<file path="config.mk">
export PLATFORM = sky130hd
export DESIGN_NAME = fadd_issue_flat
export DESIGN_NICKNAME = d
export VERILOG_FILES = /design/src/rtl/fadd_issue_if.sv /design/src/rtl/fadd_issue.sv /design/src/flat_wrapper.sv
export SDC_FILE = /design/constraint.sdc
export NUM_CORES = 1
export LEC_CHECK = 0
export BUFFER_PORTS_ARGS = -buffer_cell sky130_fd_sc_hd__buf_4
export CORE_MARGIN = 2
export CORE_UTILIZATION = 45
export CTS_CLUSTER_DIAMETER = 150
export CTS_CLUSTER_SIZE = 25
export DETAILED_ROUTE_END_ITERATION = 10
export PLACE_DENSITY = 0.79
export SETUP_SLACK_MARGIN = 0.15
export SLEW_MARGIN = 20
export SYNTH_ARGS = -nofsm -noshare
export SYNTH_HDL_FRONTEND = slang
export SYNTH_SLANG_ARGS = --single-unit
</file>
<file path="constraint.sdc">
create_clock -name clk -period 2.1 [get_ports clk]
set_clock_uncertainty 0.15 [all_clocks]
set_input_delay 0.42 -clock clk [delete_from_list [all_inputs] [get_ports clk]]
set_output_delay 0.42 -clock clk [all_outputs]
set_load 0.02 [all_outputs]
</file>
<file path="src/rtl/fadd_issue_if.sv">
// fadd_issue_if: request/result handshake bundle between a requester and the fadd issue stage
interface fadd_issue_if #(parameter int TAG_W = 5);
   logic             in_valid;
   logic             in_ready;
   logic             in_op;
   logic [31:0]      in_x1;
   logic [31:0]      in_x2;
   logic [TAG_W-1:0] in_tag;
   logic             out_valid;
   logic             out_ready;
   logic [31:0]      out_y;
   logic [TAG_W-1:0] out_tag;
   modport master(output in_valid, in_op, in_x1, in_x2, in_tag, out_ready,
                  input in_ready, out_valid, out_y, out_tag);
   modport slave(input in_valid, in_op, in_x1, in_x2, in_tag, out_ready,
                 output in_ready, out_valid, out_y, out_tag);
endinterface

</file>
<file path="src/rtl/fadd_issue.sv">
// fadd_issue: issues one add/sub to an external float adder, holds operands, returns tagged result
module fadd_issue #(parameter int TAG_W = 5) (
   input  logic        clk,
   input  logic        rstn,
   fadd_issue_if.slave io,
   input  logic        flush,
   output logic [31:0] fadd_x1,
   output logic [31:0] fadd_x2,
   input  logic [31:0] fadd_y,
   output logic        busy
);
   typedef enum logic [1:0] {IDLE, EXEC, DONE} state_t;
   state_t           state;
   logic [TAG_W-1:0] tag;
   logic             acc;
   // accept when idle or when the held result leaves this cycle; flush blocks new work
   always_comb begin
      io.in_ready = ~flush & ((state == IDLE) | ((state == DONE) & io.out_ready));
      acc         = io.in_valid & io.in_ready;
      busy        = state != IDLE;
   end
   // issue FSM: operands load only on accept so the adder bypass keeps seeing them
   always_ff @(posedge clk or negedge rstn) begin
      if (!rstn) begin
         state        <= IDLE;
         io.out_valid <= 1'b0;
         io.out_y     <= '0;
         io.out_tag   <= '0;
         fadd_x1      <= '0;
         fadd_x2      <= '0;
         tag          <= '0;
      end else if (flush) begin
         state        <= IDLE;
         io.out_valid <= 1'b0;
      end else begin
         if (acc) begin
            fadd_x1 <= io.in_x1;
            fadd_x2 <= {io.in_x2[31] ^ io.in_op, io.in_x2[30:0]};
            tag     <= io.in_tag;
         end
         case (state)
            IDLE: if (acc) state <= EXEC;
            EXEC: begin
               io.out_y     <= fadd_y;
               io.out_tag   <= tag;
               io.out_valid <= 1'b1;
               state        <= DONE;
            end
            DONE: if (io.out_ready) begin
               io.out_valid <= 1'b0;
               state        <= io.in_valid ? EXEC : IDLE;
            end
            default: state <= IDLE;
         endcase
      end
   end
endmodule
</file>
<file path="src/flat_wrapper.sv">
// flat-port wrapper written by rule: the top's interface ports become plain ports
module fadd_issue_flat 
#(parameter int TAG_W = 5)
  (clk, rstn, flush, fadd_x1, fadd_x2, fadd_y, busy, io_in_valid, io_in_op, io_in_x1, io_in_x2, io_in_tag, io_out_ready, io_in_ready, io_out_valid, io_out_y, io_out_tag);
  fadd_issue_if #(.TAG_W(TAG_W)) io_i ();
  input  logic clk;
  input  logic rstn;
  input  logic flush;
  output logic [31:0] fadd_x1;
  output logic [31:0] fadd_x2;
  input  logic [31:0] fadd_y;
  output logic busy;
  input wire logic [$bits(io_i.in_valid)-1:0] io_in_valid;
  input wire logic [$bits(io_i.in_op)-1:0] io_in_op;
  input wire logic [$bits(io_i.in_x1)-1:0] io_in_x1;
  input wire logic [$bits(io_i.in_x2)-1:0] io_in_x2;
  input wire logic [$bits(io_i.in_tag)-1:0] io_in_tag;
  input wire logic [$bits(io_i.out_ready)-1:0] io_out_ready;
  output wire logic [$bits(io_i.in_ready)-1:0] io_in_ready;
  output wire logic [$bits(io_i.out_valid)-1:0] io_out_valid;
  output wire logic [$bits(io_i.out_y)-1:0] io_out_y;
  output wire logic [$bits(io_i.out_tag)-1:0] io_out_tag;
  assign io_i.in_valid = io_in_valid;
  assign io_i.in_op = io_in_op;
  assign io_i.in_x1 = io_in_x1;
  assign io_i.in_x2 = io_in_x2;
  assign io_i.in_tag = io_in_tag;
  assign io_i.out_ready = io_out_ready;
  assign io_in_ready = io_i.in_ready;
  assign io_out_valid = io_i.out_valid;
  assign io_out_y = io_i.out_y;
  assign io_out_tag = io_i.out_tag;
  fadd_issue #(.TAG_W(TAG_W)) u_core (.clk(clk), .rstn(rstn), .io(io_i), .flush(flush), .fadd_x1(fadd_x1), .fadd_x2(fadd_x2), .fadd_y(fadd_y), .busy(busy));
endmodule
</file>
==> results.py <==
metrics = {
    "grt": {
        "grt_pass1_vias": 3009,
        "grt_pass1_wl_mm": 14.41,
        "grt_usage": 0.1846,
        "antenna_found_initial": 0,
        "gr-total-overflow": 0,
        "grt_max_degree": 110,
    },
    "sta": {
        "period_share": 0.9131,
        "timing.fmax_mhz": 521.5,
        "rsz0062_at_grt": "true",
        "slew_headroom": 0.6161,
        "hold_viol": 0,
        "layout_min_cycle_time_ns": 1.918,
        "worstMarginPinSlew_ns": 0.5758,
        "finalSetupTns_ns": 0,
        "hold_slack_ns": 0.1335,
        "maxSlewViolCount": 0,
        "setup_viol": 0,
    },
    "finish": {
        "fin_cells": 571,
        "fill_cells": 691,
        "area_growth_pct": 45.97,
        "antenna_cells": 0,
        "layout.nets": 562,
        "drive_gt1_frac": 0.7261,
    },
    "pwr": {
        "p_sw_mw": 1.904,
        "p_total_mw": 6.234,
        "irDropWorstVdd_mv": 0.5557,
        "switching_share": 0.3055,
        "leakage_nw": 2.882,
        "seqPwrFrac": 0.449,
        "p_per_area_nw_per_um2": 1032,
        "power.share.clock": 0.226,
        "p_comb_frac": 0.325,
        "p_int_mw": 4.330,
    },
    "status": {
        "status": "completed",
    },
    "critical_path": {
        "startpoint_type": "flip-flop",
        "end_kind": "flip-flop",
        "critPathLaunch": "u_core.state[1]",
        "cp.required_ns": 2.18,
        "r2r-start": "u_core.state[1]",
        "critPathMaxStageDelay_ns": 0.43,
        "crit_chain": "nor2b_4 -> nor4b_4 -> buf_12 -> mux2_2",
        "cp_slowest_cell": "dfrtp_1",
        "crit_fanout": 70,
        "path_class": "reg -> reg",
        "crit_arrival_ns": 2.00,
    },
    "clock_tree": {
        "cts_num_sinks": 109,
        "cts_resized": 0,
        "clk-insertion-delay-late_ns": 0.34,
        "postCtsSetupRepairBufs": 0,
        "cts_max_level": 3,
        "cts_tree": "built",
        "cts.clk_slew.worst_paths_ns": 0.10,
        "cts_made_buffers": 9,
        "clock_path_buffers": 2,
        "cts_root_buffer": "clkbuf_8",
    },
    "detailed_routing": {
        "drt-wirelength-per-cell_microns": 16.26,
        "vias_per_cell": 4.883,
        "firstDrtPassIters": 4,
        "drc": 0,
        "drt_wl_total_mm": 9.286,
        "drt_iter0_markers": 63,
        "dr_total_vias": 2788,
        "ant_nets": 0,
    },
    "place": {
        "gp_congestion": 0.7532,
        "dp_hpwl_mm": 6.773,
        "place_inst": 554,
        "numPortBuffers": 210,
    },
    "synth": {
        "syn_inst": 239,
        "synth_cell_types": 18,
        "ys_seq_elements": 109,
        "netlist_area_sq_um": 4140,
        "syn_nets": 346,
        "yosysWarnings": 0,
        "synth.avg_cell_area_sq_um": 17.32,
        "synth.yosys.seq_area_share": 0.6588,
    },
    "job": {
        "cap_viol_max_count": 0,
    },
    "floorplan": {
        "initial_core_util": 0.4567,
        "die_y_microns": 99.92,
        "dieArea_sq_um": 9984,
        "fp.dieW_microns": 99.92,
        "rows": 35,
        "core_region_area_sq_um": 9065,
        "io_pins": 211,
    },
    "hold_path": {
        "hold_class": "in -> reg",
        "min_from": "io_in_x1[12]",
    },
}
[sequential cells by signal (all words and copies together) (netlist names)]
signal / count
u_core.io.out_y: 32
u_core.fadd_x1: 32
u_core.state: 2
u_core.fadd_x2: 32
u_core.tag: 5
u_core.io.out_valid: 1
u_core.io.out_tag: 5
[cell usage after synthesis, drive strengths merged]
| master | count | area share |
|---|---|---|
| nor3 | 1 | 0.0012 |
| nor4b | 1 | 0.0057 |
| nor2b | 2 | 0.0048 |
| mux2 | 106 | 0.29 |
| buf | 10 | 0.026 |
| or2 | 1 | 0.0015 |
| nor2 | 2 | 0.0024 |
| dfrtp | 109 | 0.66 |
| o21ai | 2 | 0.0024 |
| a211oi | 1 | 0.0018 |
| inv | 1 | 0.00091 |
| nand2b | 2 | 0.0036 |
| xor2 | 1 | 0.0021 |
[worst max-delay path: cells and delay by family, from the launching register on]
family / cells / cell delay, ns
buffers and inverters: 1 / 0.34
flip-flops: 1 / 0.43
multiplexers: 1 / 0.39
AND/OR/NAND/NOR: 2 / 0.42
[through the flow]
step / setup slack [ns] / util / cell area (sq um)
5_1_grt: 0.1297 / 0.6667 / 6043
3_5_place_dp: 0.1525 / 0.6406 / 5807
3_3_place_gp: 0.1913 / 0.6406 / 5807
6_report: 0.1824 / 0.6667 / 6043
4_1_cts: 0.2025 / 0.6667 / 6043
2_1_floorplan: 0.3008 / - / 4140
[cells in the final DEF (no fill, tap or decap), drive strengths merged]
master,instances
a211oi,1
buf,214
bufinv,2
clkbuf,13
clkinvlp,1
dfrtp,109
dlygate4sd3,1
inv,1
mux2,106
nand2b,2
nor2,2
nor2b,2
nor3,1
nor4b,1
o21ai,2
or2,1
xor2,1
[path summary, 6_finish.rpt]
| check | to | slack, ns | cells past startpoint |
|---|---|---|---|
| hold reg to reg | u_core.fadd_x1[12] | 0.35 | 1 |
| hold / removal | u_core.fadd_x1[12] | 0.13 | 2 |
| setup / recovery | u_core.fadd_x2[23] | 0.18 | 4 |
| max in group asynchronous | u_core.fadd_x2[6] | 0.84 | 3 |
| setup reg to reg | u_core.fadd_x2[23] | 0.18 | 4 |
| min in group asynchronous | u_core.io.out_y[10] | 0.52 | 3 |
[power groups by stage]
stage               logic [mW]  registers, mW  clock network, mW
global placement          2.01           2.81                  0
finish                    2.03           2.80               1.41
detailed placement        2.05           2.84                  0
CTS                       2.05           2.80               1.46
floorplan                0.486           3.36                  0
global route              2.14           2.86               1.54
[logic make-up after synthesis]
kind of cell	after synthesis	synth area share
multiplexers	106	0.2883
XOR/XNOR	1	0.002116
AO/OA/AOI/OAI	3	0.004232
buffers and inverters	11	0.02720
AND/OR/NAND/NOR	9	0.01934
flip-flops	109	0.6588
[repair_timing]
item,4_1_cts,5_1_grt
setup endpoints to repair,0,35
hold buffers,1,0
endpoints found under the hold margin,4,0
[metal layers]
layer / wire (microns) / vias to the layer above / track usage
met1: 3636 / 1366 / 0.2145
met2: 4489 / 140 / 0.3030
li1: - / 1267 / -
met4: 185 / 0 / 0.07798
met5: 0 / - / 0
met3: 973 / 15 / 0.07660
[layout make-up]
cell class	count	area, sq um	area share
Clock inverter	3	67.56	0.01118
Timing Repair Buffer	215	1642	0.2716
Inverter	1	3.754	0.0006211
Multi-Input combinational cell	119	1305	0.2159
Clock buffer	13	158.9	0.02629
Sequential cell	109	2728	0.4513
Tap cell	111	138.9	0.02298
Note: power is estimated with default switching activity, not from simulation.
